[src/rtl/dvp_frame_capture.sv]
// DVP sensor capture: oversamples pclk/vsync/hsync/data in sys_clk, frames
// accepted images with a 3-byte header and streams pixel bytes to the FIFO.
module dvp_frame_capture #(
  parameter int unsigned SYNC_STAGES = 2,
  parameter int unsigned MAX_COLS    = 608,
  parameter int unsigned CNT_W       = 12
) (
  input  logic             sys_clk,
  input  logic             sys_rst_n,
  input  logic             pclk,
  input  logic             vsync,
  input  logic             hsync,
  input  logic [7:0]       data_in,
  input  logic             enable,
  input  logic             fifo_full,
  output logic             fifo_wr_en,
  output logic [7:0]       fifo_din,
  output logic             frame_start,
  output logic             frame_end,
  output logic             overflow,
  output logic [CNT_W-1:0] line_cnt,
  output logic [CNT_W-1:0] pix_cnt,
  output logic [15:0]      frame_cnt,
  output logic [15:0]      drop_cnt
);

  localparam int unsigned Q_DEPTH = 4;
  localparam logic [7:0]  HDR0    = 8'hA5;
  localparam logic [7:0]  HDR1    = 8'h5A;

  typedef enum logic [2:0] {IDLE, WAIT_FRAME, HEADER, CAPTURE, DROP} state_t;

  logic [SYNC_STAGES-1:0]      pclk_sync, vsync_sync, hsync_sync;
  logic [SYNC_STAGES-1:0][7:0] data_sync;
  logic                        pclk_d, vsync_d, hsync_d;
  logic                        pclk_s, vsync_s, hsync_s;
  logic [7:0]                  data_s;
  logic                        pix_edge, vsync_rise, vsync_fall, hsync_fall;

  state_t                      state, state_nxt;
  logic [1:0]                  hdr_idx, hdr_idx_nxt;
  logic                        draining, draining_nxt;
  logic                        wr_en_nxt, fs_nxt, fe_nxt, ovf_nxt;
  logic [7:0]                  din_nxt, wr_byte;
  logic [CNT_W-1:0]            line_nxt, pix_nxt;
  logic [15:0]                 fcnt_nxt, drop_nxt;
  logic                        wr_req, push_req, drop_evt;

  logic [Q_DEPTH-1:0][7:0]     q_mem;
  logic [1:0]                  q_wr, q_rd;
  logic [2:0]                  q_cnt;
  logic                        q_push, q_pop, q_flush, q_full;

  // Input synchronizers; vsync resets high so a reset release never fakes a frame edge
  always_ff @(posedge sys_clk or negedge sys_rst_n) begin
    if (!sys_rst_n) begin
      pclk_sync  <= '0;
      hsync_sync <= '0;
      vsync_sync <= '1;
      data_sync  <= '0;
      pclk_d     <= 1'b0;
      hsync_d    <= 1'b0;
      vsync_d    <= 1'b1;
    end else begin
      pclk_sync  <= {pclk_sync[SYNC_STAGES-2:0], pclk};
      hsync_sync <= {hsync_sync[SYNC_STAGES-2:0], hsync};
      vsync_sync <= {vsync_sync[SYNC_STAGES-2:0], vsync};
      data_sync  <= {data_sync[SYNC_STAGES-2:0], data_in};
      pclk_d     <= pclk_s;
      hsync_d    <= hsync_s;
      vsync_d    <= vsync_s;
    end
  end

  assign pclk_s     = pclk_sync[SYNC_STAGES-1];
  assign hsync_s    = hsync_sync[SYNC_STAGES-1];
  assign vsync_s    = vsync_sync[SYNC_STAGES-1];
  assign data_s     = data_sync[SYNC_STAGES-1];
  assign pix_edge   = pclk_s & ~pclk_d;
  assign vsync_rise = vsync_s & ~vsync_d;
  assign vsync_fall = ~vsync_s & vsync_d;
  assign hsync_fall = ~hsync_s & hsync_d;
  assign q_full     = (q_cnt == 3'(Q_DEPTH));

  // Small pixel queue absorbing pixels that arrive while the header is written
  always_ff @(posedge sys_clk or negedge sys_rst_n) begin
    if (!sys_rst_n) begin
      q_mem <= '0;
      q_wr  <= '0;
      q_rd  <= '0;
      q_cnt <= '0;
    end else if (q_flush) begin
      q_wr  <= '0;
      q_rd  <= '0;
      q_cnt <= '0;
    end else begin
      if (q_push) begin
        q_mem[q_wr] <= data_s;
        q_wr        <= q_wr + 2'd1;
      end
      if (q_pop) q_rd <= q_rd + 2'd1;
      q_cnt <= q_cnt + 3'(q_push) - 3'(q_pop);
    end
  end

  // State and registered outputs
  always_ff @(posedge sys_clk or negedge sys_rst_n) begin
    if (!sys_rst_n) begin
      state       <= IDLE;
      hdr_idx     <= '0;
      draining    <= 1'b0;
      fifo_wr_en  <= 1'b0;
      fifo_din    <= '0;
      frame_start <= 1'b0;
      frame_end   <= 1'b0;
      overflow    <= 1'b0;
      line_cnt    <= '0;
      pix_cnt     <= '0;
      frame_cnt   <= '0;
      drop_cnt    <= '0;
    end else begin
      state       <= state_nxt;
      hdr_idx     <= hdr_idx_nxt;
      draining    <= draining_nxt;
      fifo_wr_en  <= wr_en_nxt;
      fifo_din    <= din_nxt;
      frame_start <= fs_nxt;
      frame_end   <= fe_nxt;
      overflow    <= ovf_nxt;
      line_cnt    <= line_nxt;
      pix_cnt     <= pix_nxt;
      frame_cnt   <= fcnt_nxt;
      drop_cnt    <= drop_nxt;
    end
  end

  // Next-state, write selection, counters and drop handling
  always_comb begin
    state_nxt    = state;
    hdr_idx_nxt  = hdr_idx;
    draining_nxt = draining;
    wr_en_nxt    = 1'b0;
    din_nxt      = fifo_din;
    fs_nxt       = 1'b0;
    fe_nxt       = 1'b0;
    ovf_nxt      = overflow;
    line_nxt     = line_cnt;
    pix_nxt      = pix_cnt;
    fcnt_nxt     = frame_cnt;
    drop_nxt     = drop_cnt;
    q_push       = 1'b0;
    q_pop        = 1'b0;
    q_flush      = 1'b0;
    wr_req       = 1'b0;
    wr_byte      = 8'h00;
    drop_evt     = 1'b0;
    push_req     = ((state == HEADER) || (state == CAPTURE)) && pix_edge && hsync_s &&
                   (pix_cnt < CNT_W'(MAX_COLS));

    case (state)
      IDLE: begin
        if (!vsync_s) state_nxt = WAIT_FRAME;
      end
      WAIT_FRAME: begin
        if (vsync_rise && enable) begin
          fs_nxt       = 1'b1;
          fcnt_nxt     = frame_cnt + 16'd1;
          line_nxt     = '0;
          pix_nxt      = '0;
          ovf_nxt      = 1'b0;
          q_flush      = 1'b1;
          hdr_idx_nxt  = '0;
          draining_nxt = 1'b0;
          state_nxt    = HEADER;
        end
      end
      HEADER, CAPTURE: begin
        if (state == HEADER) begin
          wr_req = 1'b1;
          case (hdr_idx)
            2'd0:    wr_byte = HDR0;
            2'd1:    wr_byte = HDR1;
            default: wr_byte = frame_cnt[7:0];
          endcase
        end else if (q_cnt != 3'd0) begin
          wr_req  = 1'b1;
          wr_byte = q_mem[q_rd];
        end
        drop_evt = (wr_req && fifo_full) || (push_req && q_full);
        if (drop_evt) begin
          ovf_nxt      = 1'b1;
          q_flush      = 1'b1;
          draining_nxt = 1'b0;
          if (drop_cnt != 16'hFFFF) drop_nxt = drop_cnt + 16'd1;
          // frame_end was already reported if the frame had closed before the drop
          if (draining) begin
            state_nxt = WAIT_FRAME;
          end else if (vsync_fall) begin
            fe_nxt    = 1'b1;
            state_nxt = WAIT_FRAME;
          end else begin
            state_nxt = DROP;
          end
        end else begin
          if (wr_req) begin
            wr_en_nxt = 1'b1;
            din_nxt   = wr_byte;
            if (state == HEADER) begin
              hdr_idx_nxt = hdr_idx + 2'd1;
              if (hdr_idx == 2'd2) state_nxt = CAPTURE;
            end else begin
              q_pop = 1'b1;
            end
          end
          if (push_req) begin
            q_push  = 1'b1;
            pix_nxt = pix_cnt + CNT_W'(1);
          end
          if (hsync_fall) begin
            if (line_cnt != '1) line_nxt = line_cnt + CNT_W'(1);
            pix_nxt = '0;
          end
          if (vsync_fall) begin
            fe_nxt       = 1'b1;
            draining_nxt = 1'b1;
          end
          if ((state == CAPTURE) && draining && (q_cnt == 3'd0) && !push_req) begin
            draining_nxt = 1'b0;
            state_nxt    = WAIT_FRAME;
          end
        end
      end
      DROP: begin
        if (vsync_fall) begin
          fe_nxt    = 1'b1;
          state_nxt = WAIT_FRAME;
        end
      end
      default: state_nxt = IDLE;
    endcase
  end

endmodule

[config.mk]
export PLATFORM = sky130hd
export DESIGN_NAME = dvp_frame_capture
export DESIGN_NICKNAME = d
export VERILOG_FILES = /design/src/rtl/dvp_frame_capture.sv
export SDC_FILE = /design/constraint.sdc
export NUM_CORES = 1
export LEC_CHECK = 0
export BUFFER_PORTS_ARGS = -buffer_cell sky130_fd_sc_hd__buf_2
export CAP_MARGIN = 5
export CORE_ASPECT_RATIO = 0.6
export CORE_MARGIN = 2
export CORE_UTILIZATION = 49
export DETAILED_ROUTE_END_ITERATION = 10
export PLACE_DENSITY_LB_ADDON = 0.12
export SETUP_SLACK_MARGIN = 0.1
export SYNTH_ARGS = -nofsm -noshare
export SYNTH_HDL_FRONTEND = slang
export SYNTH_SLANG_ARGS = --single-unit
[constraint.sdc]
create_clock -name sys_clk -period 3 [get_ports sys_clk]
set_clock_uncertainty 0.1 [all_clocks]
set_input_delay 0.75 -clock sys_clk [delete_from_list [all_inputs] [get_ports sys_clk]]
set_output_delay 0.75 -clock sys_clk [all_outputs]
set_load 0.1 [all_outputs]
# After elaboration in Yosys (flattened, before gate mapping)
# Cells that the tools add are included.
word_totals:
  ff_bits: 138
  input_bits: 15
  out_inout_bits: 68
  word_cells: 170
op_classes:
  n_addsub: 9
  magnitude_cmp: 4
  eq_ne: 23
  muxes: 66
  bitwise: 10
  n_reduce_logical: 31
op_table:
  columns: ["cell", "count"]
  rows:
  - ["$mux W12", 7]
  - ["$pmux W12 S2", 2]
  - ["$mux W3", 11]
  - ["$add A16 B1 Y16 const B", 2]
  - ["$bwmux W32", 1]
  - ["$mux W8", 4]
  - ["$add A12 B1 Y12 const B", 2]
  - ["$mux W1", 24]
  - ["$bmux W8 S2", 1]
  - ["$demux W8 S2", 1]
  - ["$mux W2", 8]
  - ["$ne A16 B16 Y1 const B", 1]
  - ["$ne A2 B2 Y1 const B", 8]
  - ["$pmux W8 S2", 1]
  - ["$lt A12 B10 Y1 const B", 1]
  - ["$ne A12 B12 Y1 const B", 1]
  - ["$ne A4 B4 Y1 const B", 3]
  - ["$pmux W3 S4", 1]
  - ["$reduce_and A3 Y1", 4]
  - ["$logic_and A1 B1 Y1", 10]
  - ["$reduce_and A5 Y1", 2]
  - ["$pmux W1 S2", 4]
  - ["$add A2 B1 Y2 const B", 3]
  - ["$eq A3 B2 Y1 const B", 2]
  - ["24 further kinds", 39]

# Logic depth before layout (Yosys ltp)
# Gate-level depths: netlist of the first run.
depth:
  word_depth: 12
  ltp_mapped: 14
  mapped_depth_nobuf: 12

# Worst setup path before layout of the first run
# Ideal clock, no wire load.
synth_path:
  kind: "register to register"
  from: "register pix_cnt[5]"
  to: "register q_cnt[2]"
  arrival_ps: 3148
  t_required_ps: 2781
  setup_slack_ps: -367
  stages_incl_launch_ff: 13
  n_path_buf: 1
  path_cell_list: "dfrtp_1 > a211oi_1 > o2111a_1 > buf_4 > nor3_1 > ha_1 > inv_1 > ha_1 > inv_1 > fa_1 > xor2_1 > xnor2_1 > nor2_1"
synth_between:
  elab_chain_cells: 9
  word_cells_on_any_way: 14
synth_rtl:
  columns: ["element", "line_no", "text"]
  rows:
  - ["from (decl)", "22", "output logic [CNT_W-1:0] pix_cnt,"]
  - ["from (signal assigned)", "131", "pix_cnt <= pix_nxt;"]
  - ["$lt A12 B10 Y1 (*)", "158", "(pix_cnt < CNT_W'(MAX_COLS));"]
  - ["$logic_and A1 B1 Y1 (*)", "157", "push_req = ((state == HEADER) || (state == CAPTURE)) && pix_edge && hsync_s &&"]
  - ["$logic_and A1 B1 Y1", "189", "drop_evt = (wr_req && fifo_full) || (push_req && q_full);"]
  - ["$logic_or A1 B1 Y1", "189", null]
  - ["$mux W1", "190", "if (drop_evt) begin"]
  - ["$mux W1", "160", "case (state)"]
  - ["$add A3 B1 Y3", "102", "q_cnt <= q_cnt + 3'(q_push) - 3'(q_pop);"]
  - ["$sub A3 B1 Y3", "102", null]
  - ["$mux W3 (*)", "92", "end else if (q_flush) begin"]
  - ["to (signal assigned)", "102", null]
  - ["to (decl)", "51", "logic [2:0] q_cnt;"]
# Every way passes the cells marked *; elsewhere a longest branch is shown, timed or not.
# A chain may end at the register's enable or synchronous reset.

# Worst setup path in the final report of the first run
layout_path:
  from: "register pix_cnt[6]"
  to: "register q_cnt[2]"
# Same word-level chain as after synthesis.

==> results of run 1 <==
layer usage:
| layer | vias to the layer above | GRT usage [%] |
|---|---|---|
| li1 | 2177 | - |
| met1 | 2360 | 36.2 |
| met2 | 123 | 31.7 |
| met3 | 16 | 4.08 |
| met4 | 0 | 5.92 |
| met5 | - | 0 |
cells by family after synthesis:
kind of cell,Yosys count,synth area share [%]
xor+xnor,34,4.70
simple gates,166,14.6
mux,43,9.06
buf+inv,37,2.74
fa+ha+maj,12,2.49
compound gates,106,11.8
flops,138,54.6
synth_stat cells (5+ instances only):
master    number
a21oi_1       19
nor3_1        11
and3_1        15
clkbuf_1       7
nand3_1       24
xor2_1        16
buf_4          6
nand2_1       33
o31ai_1        5
xnor2_1       18
or3_1          5
dfrtp_1      135
o21a_1         5
ha_1          11
nor2_1        29
inv_1         18
o21ai_0       29
mux4_2         8
mux2_2        35
and4_1         5
nand4_1       10
layout make-up:
cell class | instances | area share [%]
clock buffers | 19 | 5.65
flip-flops and latches | 138 | 44.4
well taps | 170 | 2.71
multi-input cells | 361 | 35.7
repair buffers | 108 | 7.97
inverters | 18 | 0.862
clock inverters | 13 | 2.73
power breakdown:
part	internal, mW	switching (mW)	total [mW]
clock network	1.51	0.822	2.33
registers	2.12	0.250	2.37
logic	0.660	1.75	2.41
flip-flops by register name (all words and copies together) (netlist names), 8 cells and up:
register	flops
fifo_din	8
frame_cnt	16
data_sync	8
data_s	8
q_mem	32
drop_cnt	16
line_cnt	12
pix_cnt	12
worst max-delay path by stage:
stage                          end        from  cells past startpoint  slack, ns
after CTS                 q_cnt[2]  pix_cnt[5]                     12       0.13
after floorplan           q_cnt[2]    state[2]                     14       0.10
after global placement    q_cnt[2]   fifo_full                     11       0.24
after global routing      q_cnt[2]  pix_cnt[6]                     12       0.08
final                     q_cnt[2]  pix_cnt[6]                     12       0.22
after detailed placement  q_cnt[2]   fifo_full                     11       0.19
stage by stage:
stage          area (µm²)  hold WS, ns  setup slack (ns)
6_report             7840        0.221             0.220
5_1_grt              7840        0.257            0.0827
4_1_cts              7760        0.230             0.133
3_5_place_dp         7100        0.235             0.189
3_3_place_gp         7100        0.232             0.236
2_1_floorplan        6400        0.231             0.103
worst register-to-register path: cells and delay by family (launching register included):
kind / cells / cell delay (ns)
flip-flops: 1 / 0.50
XOR/XNOR: 2 / 0.29
buffers and inverters: 2 / 0.10
adder cells (fa/ha/maj): 3 / 0.73
AO/OA/AOI/OAI: 1 / 0.36
AND/OR/NAND/NOR: 4 / 0.63
what timing repair did:
item                                    CTS  global route
endpoints found under the setup margin    0             1
buffers inserted                          0             2
gates resized for setup                   0            13
==> metrics.md, run 1 <==
| Metric | Value |
|---|---|
| Status | finished, final reports clean |
| RR Endpoint | q_cnt[2] |
| Placed Instances | 793 |
| Die Width | 151 µm |
| Drt via density | 5.65 |
| Ports | 83 |
| Worst Reg-to-Reg Cells | 12 |
| Hold Vio Cnt, Final | 0 |
| Critical path's top delay family | adder cells |
| Max Fanout on Critical Path | 5 |
| Die area | 0.0139 mm² |
| Cell Pwr Density | 906 mW/mm² |
| Synth warn | 0 |
| VDD IR max | 0.512 mV |
| Root buffer cell | clkbuf_16 |
| DR pass1 iterations | 4 |
| Net count, final | 671 |
| Slew margin rel. | 52.4% |
| Dominant synthesized flop cell | dfrtp_1 |
| Final slew viol count | 0 |
| Total global routing overflow | 0 |
| #FFs+latches synth | 138 |
| Initial antenna violation count | 0 |
| Setup TNS | 0 ns |
| Number of global-route vias before repair | 4,545 |
| Met3 Routed Length | 696 µm |
| Yosys top cell by area | dfrtp_1 |
| Non-Filler Instances | 827 |
| Syn-to-layout area delta | 23.7% |
| Mapped Avg Cell Area | 11.8 µm² |
| Top sig layer | met4 |
| CTS sink count | 138 |
| Fmax | 360 MHz |
| Reg2Reg Setup Slack | 0.22 ns |
| Hpwl dp | 10,200 µm |
| Routed Antenna Nets | 0 |
| Crit path cell chain | a211oi_4, nor2_2, nor4_4, nand3_2, ha_4, inv_2, ha_4, inv_2, fa_2, xor2_2, xnor2_1, nor2_1 |
| Hold-fix buffers at CTS | 0 |
| Setup CP Type | register to register |
| Total global-route track usage | 22.7% |
| Post-route minimum period | 2.78 ns |
| Multi-input logic area | 0.00280 mm² |
| Count of cell types in the netlist | 75 |
| Inserted Clock Buffers | 17 |
| Final setup fails | 0 |
| Net count after synthesis | 563 |
| EDFF count, synth | 0 |
| Async SR Flop Fraction | 100% |
| Synthesized instance count | 536 |
| CTS HTree Levels | 4 |
| Final GP Congestion | 0.800 |
| CP Capture Type | register |
| First-pass GRT wire length | 24,300 µm |
| Height of the die | 92.1 µm |
| Reg area | 0.00348 mm² |
| Most frequent cells in the layout | dfrtp_1, buf_2, mux2_2, nand2_1, o21ai_0 |
| Layout Utilization | 61.5% |
| Fin crit share | 92.7% |
| Startpoint Class | register |
| Design Power | 7.10 mW |
| Antenna diode count | 0 |
| DRC viols | 0 |
| Met1 Wirelength | 7510 µm |
| Slew @ Worst Pin | 0.704 ns |
| Number of max-cap violations | 0 |
| Most common cell after layout, fill and taps aside | dfrtp_1 |
| CTS max path bufs | 2 |
| CTS tree | built |
| Worst Path Required | 3.23 ns |
| Post-synth top area share | 53.3% |
| Seq/Total Area, Yosys | 54.6% |
| Initial Util | 49.8% |
| Worst Hold Class | primary input to asynchronous set/reset pin |
| Met2 wire length | 6330 µm |
| Clk_lat worst skew | 0.41 ns |
| CP Buf/Inv Count | 2 |
| Largest net degree at the start of global routing | 60 |
| WP data arrival | 3.01 ns |
| Final wirelength | 14,700 µm |
| Vias | 4,676 |
| Fill cells | 1,016 |
| Clk pin slew, worst setup/hold paths | 0.06 ns |
| Leak | 3.75 nW |
| RSZ-0062 raised after global routing | true |
| Critical path's largest stage delay | 0.50 ns |
| Count of port buffers added during placement | 82 |
| Synth top area cells | dfrtp_1, mux2_2, mux4_2, xnor2_1, o21ai_0 |
| 1st-iter DRT viols | 300 |
| Worst r2r src | pix_cnt[6] |
| Core box area | 0.0127 mm² |
| Synthesized area | 0.00634 mm² |
| Share of cells above drive strength 1 | 34.6% |
| Row cnt | 32 |
| Critical path's slowest cell | dfrtp_4 |
| Routed len/inst | 17.8 µm |
Note: power is estimated with default switching activity, not from simulation.
==> run 2: changes to the inputs <==
==> constraint.sdc (replaced) <==
create_clock -name sys_clk -period 3 [get_ports sys_clk]
set_clock_uncertainty 0.1 [all_clocks]
set_input_delay 0.75 -clock sys_clk [delete_from_list [all_inputs] [get_ports sys_clk]]
set_output_delay 0.75 -clock sys_clk [all_outputs]
set_load 0.02 [all_outputs]
==> run 2 against run 1 <==
  * Die area unchanged
  * Combinational power down 35%
  * Worst hold slack worse by 0.036 ns
==> metrics.md, run 2 (synthesis results as in run 1) <==
| Metric | Value |
|---|---|
| Status | finished, final reports clean |
| Non-Filler Instances | 827 |
| 1st-iter DRT viols | 372 |
| Cell Pwr Density | 791 mW/mm² |
| Row cnt | 32 |
| Slew margin rel. | 58.0% |
| Pint | 4.09 mW |
| Total global-route track usage | 22.1% |
| CTS max path bufs | 2 |
| P_sw | 2.03 mW |
| Worst Path Required | 3.20 ns |
| Reg power frac | 38.6% |
| Total global routing overflow | 0 |
| Drt via density | 5.58 |
| Most frequent cells in the layout | dfrtp_1, buf_2, mux2_2, nand2_1 |
| Setup TNS | 0 ns |
| Placed Instances | 792 |
| Die Width | 151 µm |
| Crit path cell chain | buf_4, nor3b_1, o21ai_1, nand3_2, ha_4, inv_1, ha_1, inv_1, fa_2, xor2_1, xnor2_1, nor2_1 |
| Number of max-cap violations | 0 |
| CTS sink count | 138 |
| Most frequent CP cell | inv_1 |
| Max FFs per register | 32 |
| Clk pin slew, worst setup/hold paths | 0.06 ns |
| Core box area | 0.0127 mm² |
| First-pass GRT wire length | 23,500 µm |
| Initial Util | 49.8% |
| Hold Vio Cnt, Final | 0 |
| DR pass1 iterations | 4 |
| Syn-to-layout area delta | 22.2% |
| Clk_lat worst skew | 0.41 ns |
| Switching share of power | 33.2% |
| Number of global-route vias before repair | 4,424 |
| Most common cell after layout, fill and taps aside | dfrtp_1 |
| Routed Antenna Nets | 0 |
| DRC viols | 0 |
| RSZ-0062 raised after global routing | false |
| Setup CP Type | register to register |
| Ports | 83 |
| Final slew viol count | 0 |
| Hpwl dp | 10,200 µm |
| Fin crit share | 90.6% |
| Max Fanout on Critical Path | 12 |
| CTS tree | built |
| Clk network pwr share | 35.7% |
| Slew @ Worst Pin | 0.629 ns |
| Biggest register | q_mem |
| Count of port buffers added during placement | 82 |
| Final setup fails | 0 |
| Worst Hold Class | primary input to asynchronous set/reset pin |
| Height of the die | 92.1 µm |
| Net count, final | 671 |
| CP Capture Type | register |
| Die area | 0.0139 mm² |
| VDD IR max | 0.426 mV |
| Largest net degree at the start of global routing | 62 |
| Antenna diode count | 0 |
| Startpoint Class | register |
| Hold-fix buffers at CTS | 0 |
| Final wirelength | 14,700 µm |
| Critical path's largest stage delay | 0.47 ns |
| Inserted Clock Buffers | 17 |
| CTS HTree Levels | 4 |
| Routed len/inst | 17.8 µm |
| Critical path's slowest cell | nor3b_1 |
| Final GP Congestion | 0.824 |
| Leak | 3.75 nW |
| Initial antenna violation count | 0 |
| Root buffer cell | clkbuf_16 |
| Design Power | 6.12 mW |
| WP data arrival | 2.92 ns |
| Fmax | 368 MHz |
| Registers with the most flip-flops | q_mem: 32 flops, drop_cnt: 16 flops, frame_cnt: 16 flops |
| Post-route minimum period | 2.72 ns |
| Vias | 4,615 |
| Comb pwr share | 25.7% |
| Share of cells above drive strength 1 | 32.6% |
-- run 2: changes by cell type in the layout (fill, tap and decap cells not counted), moves of 2 or more --
cell / previous run / this run
bufinv_16: 5 / 3
dfrtp_1: 127 / 134
dfrtp_2: 3 / 1
dfrtp_4: 5 / 0
inv_1: 16 / 18
inv_2: 2 / 0
inv_8: 0 / 2
-- run 2: cell type report --
type	count	area, µm²
fill	1058	4990
sequential	138	3460
multi-input combinational	361	2770
timing repair buffer	108	622
clock buffer	18	429
tap	170	213
clock inverter	14	185
inverter	18	67.6
-- run 2: worst max-delay path, delay by kind of cell, from the launching register on --
family / cells / cell delay, ns
and+or+nand+nor: 3 / 0.66
adders and majority gates: 3 / 0.65
DFF: 1 / 0.39
xor gates and xnor gates: 2 / 0.33
buffers and inverters: 3 / 0.29
AOI/OAI and AO/OA: 1 / 0.18
-- run 2: power by group through the flow --
stage | combinational [mW] | sequential (mW) | clock (mW)
finish | 1.57 | 2.37 | 2.19
global route | 1.71 | 2.41 | 2.29
global placement | 1.51 | 2.38 | 0
floorplan | 0.952 | 2.46 | 0
detailed placement | 1.54 | 2.39 | 0
CTS | 1.55 | 2.36 | 2.21
-- run 2: final timing paths --
check                        startpoint            end  slack (ns)  depth (start not counted)
max                            state[2]       q_cnt[2]        0.28                         12
min                           sys_rst_n  hsync_sync[0]        0.18                          1
max reg2reg                    state[2]       q_cnt[2]        0.28                         12
min reg2reg                data_sync[2]      data_s[2]        0.25                          0
max in group asynchronous     sys_rst_n  vsync_sync[0]        1.87                          2
min in group sys_clk       data_sync[2]      data_s[2]        0.25                          0
-- run 2: metrics by stage --
step	hold slack, ns	instance area (µm²)	setup WS [ns]	util, %
5_1_grt	0.222	7740	0.105	60.8
3_5_place_dp	0.235	7070	0.170	55.5
6_report	0.185	7740	0.283	60.8
3_3_place_gp	0.232	7070	0.251	55.5
4_1_cts	0.207	7680	0.137	60.3
2_1_floorplan	0.231	6370	0.103	-
-- run 2: what timing repair did --
item                                    in CTS  in global routing
endpoints found under the setup margin       0                  1
setup buffers                                0                  3
gates resized for setup                      0                  7
-- run 2: routing by layer --
| metal | vias to the layer above | wire length, µm | GRT usage, % |
|---|---|---|---|
| met4 | 0 | 141 | 6.15 |
| met2 | 112 | 6290 | 30.8 |
| met3 | 13 | 747 | 4.93 |
| li1 | 2185 | - | - |
| met5 | - | 0 | 0 |
| met1 | 2305 | 7520 | 34.4 |
==> run 3: changes to the inputs <==
--- a/config.mk
+++ b/config.mk
@@ -8,7 +8,7 @@
 export BUFFER_PORTS_ARGS = -buffer_cell sky130_fd_sc_hd__buf_2
 export CAP_MARGIN = 5
 export CORE_ASPECT_RATIO = 0.6
-export CORE_MARGIN = 2
+export CORE_MARGIN = 3
 export CORE_UTILIZATION = 49
 export DETAILED_ROUTE_END_ITERATION = 10
 export PLACE_DENSITY_LB_ADDON = 0.12
==> run 3 against run 2 <==
  * Sequential power hardly changed
  * Combinational power about the same
  * Sequential cell count is the same
  * Core utilization is 2.4 points higher
  * Via count up 3.2%
  * First-iteration DRC count down 17%
  * Final cell count fell by 0.48%
  * Wire length increased by 3.3%
==> metrics.md, run 3 (synthesis results as in run 1) <==
| Metric | Value |
|---|---|
| Number of max-cap violations | 0 |
| Core box area | 0.0123 mm² |
| CP Capture Type | register |
| Leak | 3.78 nW |
| Ports | 83 |
| Drt via density | 5.78 |
| Setup CP Type | register to register |
| Root buffer cell | clkbuf_16 |
| Routed Antenna Nets | 0 |
| DR pass1 iterations | 6 |
| Setup TNS | 0 ns |
| Count of port buffers added during placement | 82 |
| Antenna diode count | 0 |
| Hpwl dp | 10,700 µm |
| Final setup margin | 0.293 ns |
| First-pass GRT wire length | 25,000 µm |
| Routed len/inst | 18.5 µm |
| CTS HTree Levels | 4 |
| 1st-iter DRT viols | 307 |
| Vias | 4,761 |
| Share of cells above drive strength 1 | 32.7% |
| Biggest register | q_mem |
| Layout Utilization | 63.2% |
| Net count, final | 672 |
| Die area | 0.0144 mm² |
| Registers with the most flip-flops | q_mem: 32 flops, drop_cnt: 16 flops, frame_cnt: 16 flops |
| Max FFs per register | 32 |
| Final wirelength | 15,200 µm |
| Most common cell after layout, fill and taps aside | dfrtp_1 |
| Initial antenna violation count | 0 |
| Cell Pwr Density | 817 mW/mm² |
| RR Endpoint | q_cnt[2] |
| Clk pin slew, worst setup/hold paths | 0.06 ns |
| Worst Path Required | 3.20 ns |
| Fmax | 369 MHz |
| Syn-to-layout area delta | 23.1% |
| Inserted Clock Buffers | 17 |
| Total global routing overflow | 0 |
| Fin crit share | 90.2% |
| Critical path's slowest cell | dfrtp_1 |
| CTS sink count | 138 |
| Total global-route track usage | 22.2% |
| Critical path's largest stage delay | 0.40 ns |
| Status | finished, final reports clean |
| Post-route minimum period | 2.71 ns |
| Worst Reg-to-Reg Cells | 12 |
| Row cnt | 31 |
| Height of the die | 94.1 µm |
| Max Fanout on Critical Path | 2 |
| Slew @ Worst Pin | 0.794 ns |
| Startpoint Class | register |
| Largest net degree at the start of global routing | 61 |
| Final setup fails | 0 |
| Number of global-route vias before repair | 4,665 |
| Worst r2r src | state[2] |
| VDD IR max | 0.429 mV |
| Reg2Reg Setup Slack | 0.29 ns |
| Slew margin rel. | 46.4% |
| Die Width | 153 µm |
| Pre-CTS WS | 0.185 ns |
| Most frequent cells in the layout | dfrtp_1, buf_2, mux2_2, nand2_1 |
| Clk_lat worst skew | 0.42 ns |
| Final slew viol count | 0 |
| CTS tree | built |
| RSZ-0062 raised after global routing | false |
| Hold Vio Cnt, Final | 0 |
| Crit path cell chain | nand2b_4, or3_4, nor4_4, nand3_2, ha_1, inv_1, ha_1, inv_1, fa_2, xor2_1, xnor2_1, nor2_1 |
| CTS max path bufs | 2 |
| Hold-fix buffers at CTS | 0 |
| Design Power | 6.37 mW |
| DRC viols | 0 |
| Fill cells | 983 |
| WP data arrival | 2.91 ns |
| Final GP Congestion | 0.835 |
| Initial Util | 51.4% |
| Worst Hold Class | primary input to asynchronous set/reset pin |
[run 3: cell count changes in the layout (fill, tap and decap cells not counted), sizes merged]
cell    delta
inv        -4
buf        +2
bufinv     +3
[run 3: repair_timing]
| action | CTS | global route |
|---|---|---|
| setup endpoints to repair | 0 | 1 |
| resized for setup | 0 | 6 |
| buffers inserted | 0 | 1 |
[run 3: final cells by class]
| cell class | instances | area [µm²] | area share [%] |
|---|---|---|---|
| Sequential cell | 138 | 3460 | 44.3 |
| Multi-Input combinational cell | 361 | 2750 | 35.3 |
| Timing Repair Buffer | 109 | 632 | 8.10 |
| Clock buffer | 19 | 443 | 5.68 |
| Clock inverter | 13 | 239 | 3.06 |
| Tap cell | 165 | 206 | 2.65 |
| Inverter | 18 | 67.6 | 0.866 |
[run 3: how the worst max path moves through the flow]
stage | startpoint | slack, ns | depth (start not counted) | end
floorplan | state[2] | 0.10 | 14 | q_cnt[2]
global placement | fifo_full | 0.24 | 11 | q_cnt[2]
detailed placement | fifo_full | 0.18 | 11 | q_cnt[2]
CTS | state[1] | 0.21 | 12 | q_cnt[2]
global route | state[2] | 0.10 | 12 | q_cnt[2]
finish | state[2] | 0.29 | 12 | q_cnt[2]
[run 3: layer usage]
layer / routed length (µm) / global-route usage, % / vias to the layer above / share of wire [%]
met3: 999 / 4.83 / 19 / 6.6
li1: - / - / 2185 / -
met5: 0 / 0 / - / 0
met4: 174 / 6.67 / 0 / 1.1
met2: 6370 / 30.9 / 160 / 42
met1: 7640 / 34.5 / 2397 / 50
[run 3: critical path, delay by kind of cell (launching register included)]
kind / cells / cell delay, ns
flops: 1 / 0.40
buf+inv: 2 / 0.11
fa+ha+maj: 3 / 0.75
xor+xnor: 2 / 0.33
simple gates: 5 / 0.92
[run 3: stage by stage]
stage	hold slack [ns]	instances	area [µm²]
final	0.205	823	7800
after CTS	0.221	822	7770
after detailed placement	0.237	790	7080
after global routing	0.229	823	7800
after global placement	0.232	790	7080
after floorplan	0.231	536	6370
[run 3: where the power goes]
| part | internal (mW) | switching [mW] | total, mW |
|---|---|---|---|
| sequential | 2.12 | 0.260 | 2.38 |
| combinational | 0.649 | 0.936 | 1.59 |
| clock | 1.59 | 0.819 | 2.41 |
